--- src/rtl/dram_arbiter_pkg.sv ---
// Shared encodings for the DRAM request arbiter: FSM states, operation codes
// and the timeout counter width.
package dram_arbiter_pkg;

  typedef enum logic [1:0] {
    ST_IDLE    = 2'd0,
    ST_BUSY    = 2'd1,
    ST_RECOVER = 2'd2
  } arb_state_t;

  typedef enum logic {
    OP_RD = 1'b0,
    OP_WR = 1'b1
  } arb_op_t;

  localparam int TMO_CNT_W = 8;

  // A single-port index still needs one bit so the vectors stay legal.
  function automatic int idx_width(input int n);
    return (n > 2) ? $clog2(n) : 1;
  endfunction

endpackage

--- src/rtl/dram_arbiter_rr_pick.sv ---
// Combinational round-robin picker: returns the first requesting index after
// the last-granted pointer, wrapping at N.
module rr_pick #(
  parameter int N    = 2,
  parameter int IDXW = 1
) (
  input  logic [N-1:0]    i_req,
  input  logic [IDXW-1:0] i_last,
  output logic [IDXW-1:0] o_grant,
  output logic            o_any
);

  logic [IDXW-1:0] w_cand;

  // Walk offsets from farthest to nearest so the nearest requester wins.
  always_comb begin
    o_grant = '0;
    o_any   = 1'b0;
    w_cand  = '0;
    for (int k = N; k >= 1; k--) begin
      w_cand = IDXW'((int'(i_last) + k) % N);
      if (i_req[w_cand]) begin
        o_grant = w_cand;
        o_any   = 1'b1;
      end
    end
  end

endmodule

--- src/rtl/dram_arbiter.sv ---
// Round-robin arbiter sharing one SDRAM controller request port among NPORTS
// requesters, with latched requests, routed completion strobes and a hang timeout.
module dram_arbiter
  import dram_arbiter_pkg::*;
#(
  parameter int NPORTS  = 2,
  parameter int ADDR_W  = 24,
  parameter int DATA_W  = 32,
  parameter int TIMEOUT = 255
) (
  input  logic                     clk,
  input  logic                     rst_n,
  input  logic [NPORTS-1:0]        p_req_read,
  input  logic [NPORTS-1:0]        p_req_write,
  input  logic [NPORTS*ADDR_W-1:0] p_addr,
  input  logic [NPORTS*DATA_W-1:0] p_wdata,
  output logic [DATA_W-1:0]        p_rdata,
  output logic [NPORTS-1:0]        p_data_valid,
  output logic [NPORTS-1:0]        p_write_complete,
  output logic                     m_req_read,
  output logic                     m_req_write,
  output logic [ADDR_W-1:0]        m_addr,
  output logic [DATA_W-1:0]        m_wdata,
  input  logic [DATA_W-1:0]        m_rdata,
  input  logic                     m_data_valid,
  input  logic                     m_write_complete,
  output logic                     busy,
  output logic                     timeout_err
);

  localparam int IDXW = idx_width(NPORTS);

  arb_state_t            r_state, r_state_next;
  arb_op_t               r_op, r_op_next;
  logic [IDXW-1:0]       r_rr, r_rr_next;
  logic [IDXW-1:0]       r_port, r_port_next;
  logic [ADDR_W-1:0]     r_addr, r_addr_next;
  logic [DATA_W-1:0]     r_wdata, r_wdata_next;
  logic [DATA_W-1:0]     r_rdata, r_rdata_next;
  logic [NPORTS-1:0]     r_dv, r_dv_next;
  logic [NPORTS-1:0]     r_wc, r_wc_next;
  logic                  r_mrd, r_mrd_next;
  logic                  r_mwr, r_mwr_next;
  logic                  r_busy, r_busy_next;
  logic                  r_tmo_err, r_tmo_err_next;
  logic [TMO_CNT_W-1:0]  r_tmo_cnt, r_tmo_cnt_next;

  logic [NPORTS-1:0]     w_req;
  logic [IDXW-1:0]       w_pick;
  logic                  w_any;
  logic                  w_done;
  logic                  w_expired;
  logic [ADDR_W-1:0]     w_addr_arr  [NPORTS];
  logic [DATA_W-1:0]     w_wdata_arr [NPORTS];

  genvar gi;
  generate
    for (gi = 0; gi < NPORTS; gi++) begin : g_unpack
      assign w_addr_arr[gi]  = p_addr[gi*ADDR_W +: ADDR_W];
      assign w_wdata_arr[gi] = p_wdata[gi*DATA_W +: DATA_W];
    end
  endgenerate

  assign w_req = p_req_read | p_req_write;

  rr_pick #(
    .N    (NPORTS),
    .IDXW (IDXW)
  ) u_pick (
    .i_req   (w_req),
    .i_last  (r_rr),
    .o_grant (w_pick),
    .o_any   (w_any)
  );

  assign w_done    = (r_op == OP_WR) ? m_write_complete : m_data_valid;
  assign w_expired = (r_tmo_cnt == TMO_CNT_W'(TIMEOUT - 1));

  always_comb begin
    r_state_next   = r_state;
    r_op_next      = r_op;
    r_rr_next      = r_rr;
    r_port_next    = r_port;
    r_addr_next    = r_addr;
    r_wdata_next   = r_wdata;
    r_rdata_next   = r_rdata;
    r_dv_next      = '0;
    r_wc_next      = '0;
    r_mrd_next     = r_mrd;
    r_mwr_next     = r_mwr;
    r_tmo_err_next = r_tmo_err;
    r_tmo_cnt_next = r_tmo_cnt;
    case (r_state)
      ST_IDLE: begin
        if (w_any) begin
          // Write wins when a port raises both; its read stays pending.
          r_port_next    = w_pick;
          r_rr_next      = w_pick;
          r_op_next      = p_req_write[w_pick] ? OP_WR : OP_RD;
          r_addr_next    = w_addr_arr[w_pick];
          r_wdata_next   = w_wdata_arr[w_pick];
          r_mwr_next     = p_req_write[w_pick];
          r_mrd_next     = !p_req_write[w_pick];
          r_tmo_cnt_next = '0;
          r_state_next   = ST_BUSY;
        end
      end
      ST_BUSY: begin
        if (w_done || w_expired) begin
          r_mrd_next   = 1'b0;
          r_mwr_next   = 1'b0;
          r_rdata_next = w_done ? m_rdata : '0;
          r_state_next = ST_RECOVER;
          if (!w_done) r_tmo_err_next = 1'b1;
          if (r_op == OP_WR) r_wc_next[r_port] = 1'b1;
          else               r_dv_next[r_port] = 1'b1;
        end else begin
          r_tmo_cnt_next = r_tmo_cnt + 1'b1;
        end
      end
      ST_RECOVER: r_state_next = ST_IDLE;
      default:    r_state_next = ST_IDLE;
    endcase
    r_busy_next = (r_state_next != ST_IDLE);
  end

  always_ff @(posedge clk or negedge rst_n) begin
    if (!rst_n) begin
      r_state   <= ST_IDLE;
      r_op      <= OP_RD;
      r_rr      <= IDXW'(NPORTS - 1);
      r_port    <= '0;
      r_addr    <= '0;
      r_wdata   <= '0;
      r_rdata   <= '0;
      r_dv      <= '0;
      r_wc      <= '0;
      r_mrd     <= 1'b0;
      r_mwr     <= 1'b0;
      r_busy    <= 1'b0;
      r_tmo_err <= 1'b0;
      r_tmo_cnt <= '0;
    end else begin
      r_state   <= r_state_next;
      r_op      <= r_op_next;
      r_rr      <= r_rr_next;
      r_port    <= r_port_next;
      r_addr    <= r_addr_next;
      r_wdata   <= r_wdata_next;
      r_rdata   <= r_rdata_next;
      r_dv      <= r_dv_next;
      r_wc      <= r_wc_next;
      r_mrd     <= r_mrd_next;
      r_mwr     <= r_mwr_next;
      r_busy    <= r_busy_next;
      r_tmo_err <= r_tmo_err_next;
      r_tmo_cnt <= r_tmo_cnt_next;
    end
  end

  assign p_rdata          = r_rdata;
  assign p_data_valid     = r_dv;
  assign p_write_complete = r_wc;
  assign m_req_read       = r_mrd;
  assign m_req_write      = r_mwr;
  assign m_addr           = r_addr;
  assign m_wdata          = r_wdata;
  assign busy             = r_busy;
  assign timeout_err      = r_tmo_err;

endmodule

--- config.mk ---
export PLATFORM = sky130hd
export DESIGN_NAME = dram_arbiter
export DESIGN_NICKNAME = d
export VERILOG_FILES = /design/src/rtl/dram_arbiter_pkg.sv /design/src/rtl/dram_arbiter_rr_pick.sv /design/src/rtl/dram_arbiter.sv
export SDC_FILE = /design/constraint.sdc
export NUM_CORES = 1
export LEC_CHECK = 0
export CAP_MARGIN = 0
export CORE_MARGIN = 5
export CORE_UTILIZATION = 39
export DETAILED_ROUTE_END_ITERATION = 16
export PLACE_DENSITY = 0.8
export SYNTH_ARGS = -nofsm -noshare
export SYNTH_HDL_FRONTEND = slang
export SYNTH_SLANG_ARGS = --single-unit
export TNS_END_PERCENT = 10
--- constraint.sdc ---
create_clock -name clk -period 1.88 [get_ports clk]
set_clock_uncertainty 0.05 [all_clocks]
set_input_delay 0.47 -clock clk [delete_from_list [all_inputs] [get_ports clk]]
set_output_delay 0.47 -clock clk [all_outputs]
set_load 0.01 [all_outputs]
==> results by group <==
Clock tree
  • TritonCTS clock tree: done
  • Postcts setup bufs: 0
  • Clk sinks: 109
  • CTS root buf: clkbuf_16
  • Hold Buf Count CTS: 0
  • H-Tree Depth: 3
  • Maximum buffer depth of the clock tree: 2
  • TritonCTS Buffers: 9
  • Clock Latency Late Sink: 0.35 ns
  • CTS clock-pin slew for the worst setup and hold paths: 0.07 ns

Floorplanning
  • Die width: 119 µm
  • Initial Util: 39.3%
  • Ports: 248
  • Die area: 14200 µm²
  • Die H: 119 µm
  • Core box area: 11900 µm²
  • Row cnt: 40

Yosys
  • Post-synth top cells: 108 x dfrtp_1, 65 x nand2_1, 64 x o21ai_0
  • Syn Area/Cell: 11.6 µm²
  • Post-Syn Area: 4660 µm²
  • Synth cell types: 35
  • Yosys top cell area share: 58.0%
  • EDFF count, synth: 0
  • Post-synth ARST share: 100%
  • Synthesis warning total: 0
  • Most common flop cell mapped by yosys: dfrtp_1
  • Gate Count Post-Synth: 403
  • Top post-synthesis cells by area: dfrtp_1 58%, mux2i_1 12%, o21ai_0 6.9%
  • Most frequent cell after synthesis: dfrtp_1
  • Post-synth top area cell: dfrtp_1
  • Post-Syn Nets: 557
  • Sequential-to-total area share from yosys stat: 58.6%
  • FF+latch count, synth: 109

Worst setup path
  • Reg2reg end: r_tmo_cnt[7]
  • CP required: 2.07 ns
  • Data arrival, critical path: 2.05 ns
  • Cell-by-cell trace of the critical path: clkdlybuf4s50_1, or4_4, and2_1, buf_4, o21a_1
  • Critical path class: in2reg
  • Startpoint types: input pin
  • Flop2flop setup slack: 0.15 ns
  • Reg2Reg Depth: 6
  • Crit end category: flop
  • Worst-path fanout max: 3
  • Worst R2R Start: r_tmo_cnt[0]
  • Crit-path slowest cell: or4_4
  • Slowest stage delay, CP: 0.60 ns

Detailed routing
  • DR vias/cell: 4.98
  • Detailed Route WL: 13.6 mm
  • Antenna viol nets, final: 0
  • Pre-Repair DR Iteration Count: 4
  • 1st-iter DRT viols: 195
  • DRC: 0
  • Vias: 4018
  • Routed WL per cell: 16.8 µm

Place
  • Routability cong.: 0.754
  • Post-Place Cells: 792
  • Dpl hpwl: 10.6 mm
  • DP Area: 7460 µm²
  • PortBufs: 247

Pwr
  • Worst vdd ir: 669 µV
  • Lkg Pwr: 0.00344 µW
  • PwrDens: 1540 nW/µm²

STA
  • Final period utilization: 98.7%
  • F_max: 539 MHz
  • Fin Setup TNS: 0 ns
  • Final hold violation count: 0
  • Min Tclk post-route: 1.86 ns
  • RSZ-0062 raised after global routing: true
  • Max transition margin: 66.3%
  • Final setup violation count: 0
  • Worst Tran Pin Value: 0.506 ns
  • Final max-slew violation count: 0
  • Hold WS: 0.0442 ns

GRT
  • Vias in the first global route: 4177
  • Routing usage on met1: 21.5%
  • Grt ovf: 0
  • Met3 Usage GRT: 6.98%
  • Initial antenna violation count: 0
  • Grt peak-use layer: met2
  • Pin count of the biggest net entering global routing: 48
  • Grt met2 use: 31.7%
  • First-pass GRT wire length: 21.1 mm
  • All-Layer GR Usage: 18.6%

Final layout
  • Final Util: 66.0%
  • # nets final: 810
  • Fin area: 7830 µm²
  • Share of cells above drive strength 1: 7.73%
  • Area Growth Syn to Fin: 68.1%
  • Post-Layout Cell Count: 807
  • Antenna fix cells: 0

Hold path
  • Min-delay worst type: in2async

Outcome
  • Status: complete, no violations

Job
  • Max cap viols: 0
==> cell families (layout without fill, tap and decap cells) <==
group,after synthesis,in the layout,synth area share (%)
buffers and inverters,32,289,3.55
adders and majority gates,2,2,0.537
AOI/OAI and AO/OA,116,116,16.2
and+or+nand+nor,87,87,8.60
DFF,109,109,58.6
muxes,57,57,12.5
==> report_power, final <==
part	internal [µW]	leakage, µW	total [µW]	switching (µW)
Clock	1370	0.000172	2190	829
Combinational	3240	0.00191	5880	2640
Sequential	3420	0.00136	4000	582
==> per-stage QoR <==
stage / setup slack, ns / power, µW
after floorplan: 0.141 / 6680
after global placement: -0.312 / 9770
after detailed placement: -0.382 / 9970
after CTS: 0.0413 / 12200
after global routing: -0.00135 / 12800
final: 0.0246 / 12100
==> worst max-delay path by stage <==
stage                              end  cells after the start           start  slack (ns)
after floorplan           r_tmo_cnt[1]                      6  p_req_write[0]        0.14
after global placement     m_wdata[14]                      5  p_req_write[0]       -0.31
after detailed placement    m_wdata[6]                      5  p_req_write[0]       -0.38
after CTS                   m_wdata[6]                      5  p_req_write[0]        0.04
after global routing        m_req_read                      5  p_req_write[0]      -0.001
final                      m_req_write                      5  p_req_write[0]        0.02
==> repair_timing <==
| action | 4_1_cts | 5_1_grt |
|---|---|---|
| resized for setup | 1 | 4 |
| endpoints found under the setup margin | 2 | 10 |
| hold endpoints to repair | 0 | 0 |
| pin swaps | 1 | 0 |
==> flip-flops by register name (all words and copies together), names as in the netlist, 2 cells and up <==
name / flops
m_addr: 24
m_wdata: 32
p_data_valid: 2
p_rdata: 32
p_write_complete: 2
r_state: 2
r_tmo_cnt: 8
==> cell type report <==
type / count / area (µm²)
Tap cell: 147 / 184
Sequential cell: 109 / 2730
Inverter: 5 / 18.8
Multi-Input combinational cell: 262 / 1800
Clock inverter: 4 / 95.1
Clock buffer: 11 / 253
Timing Repair Buffer: 269 / 2750
Fill cell: 887 / 4030
==> routing by layer <==
metal | part of all wire, % | wire (µm) | up-vias
met2 | 48 | 6490 | 183
met4 | 1.6 | 211 | 0
met3 | 10 | 1420 | 13
met1 | 40 | 5450 | 1879
met5 | 0 | 0 | -
li1 | - | - | 1943
==> worst max-delay path, delay by kind of cell <==
family          cells  cell delay [ns]
compound gates      1             0.17
buf+inv             2             0.59
simple gates        2             0.81
==> placed cells by master (no fill, tap or decap), drive strengths merged, types with 3 or more instances in the layout <==
master,n
buf,23
dfrtp,108
o31ai,4
or4,4
bufinv,3
o21ai,65
clkdlybuf4s50,246
nand2,65
mux2i,57
nor2,3
a21oi,7
a22o,32
nor3b,3
clkbuf,11
inv,5
nand3,4
No activity file was read; power rests on OpenSTA's default activity.
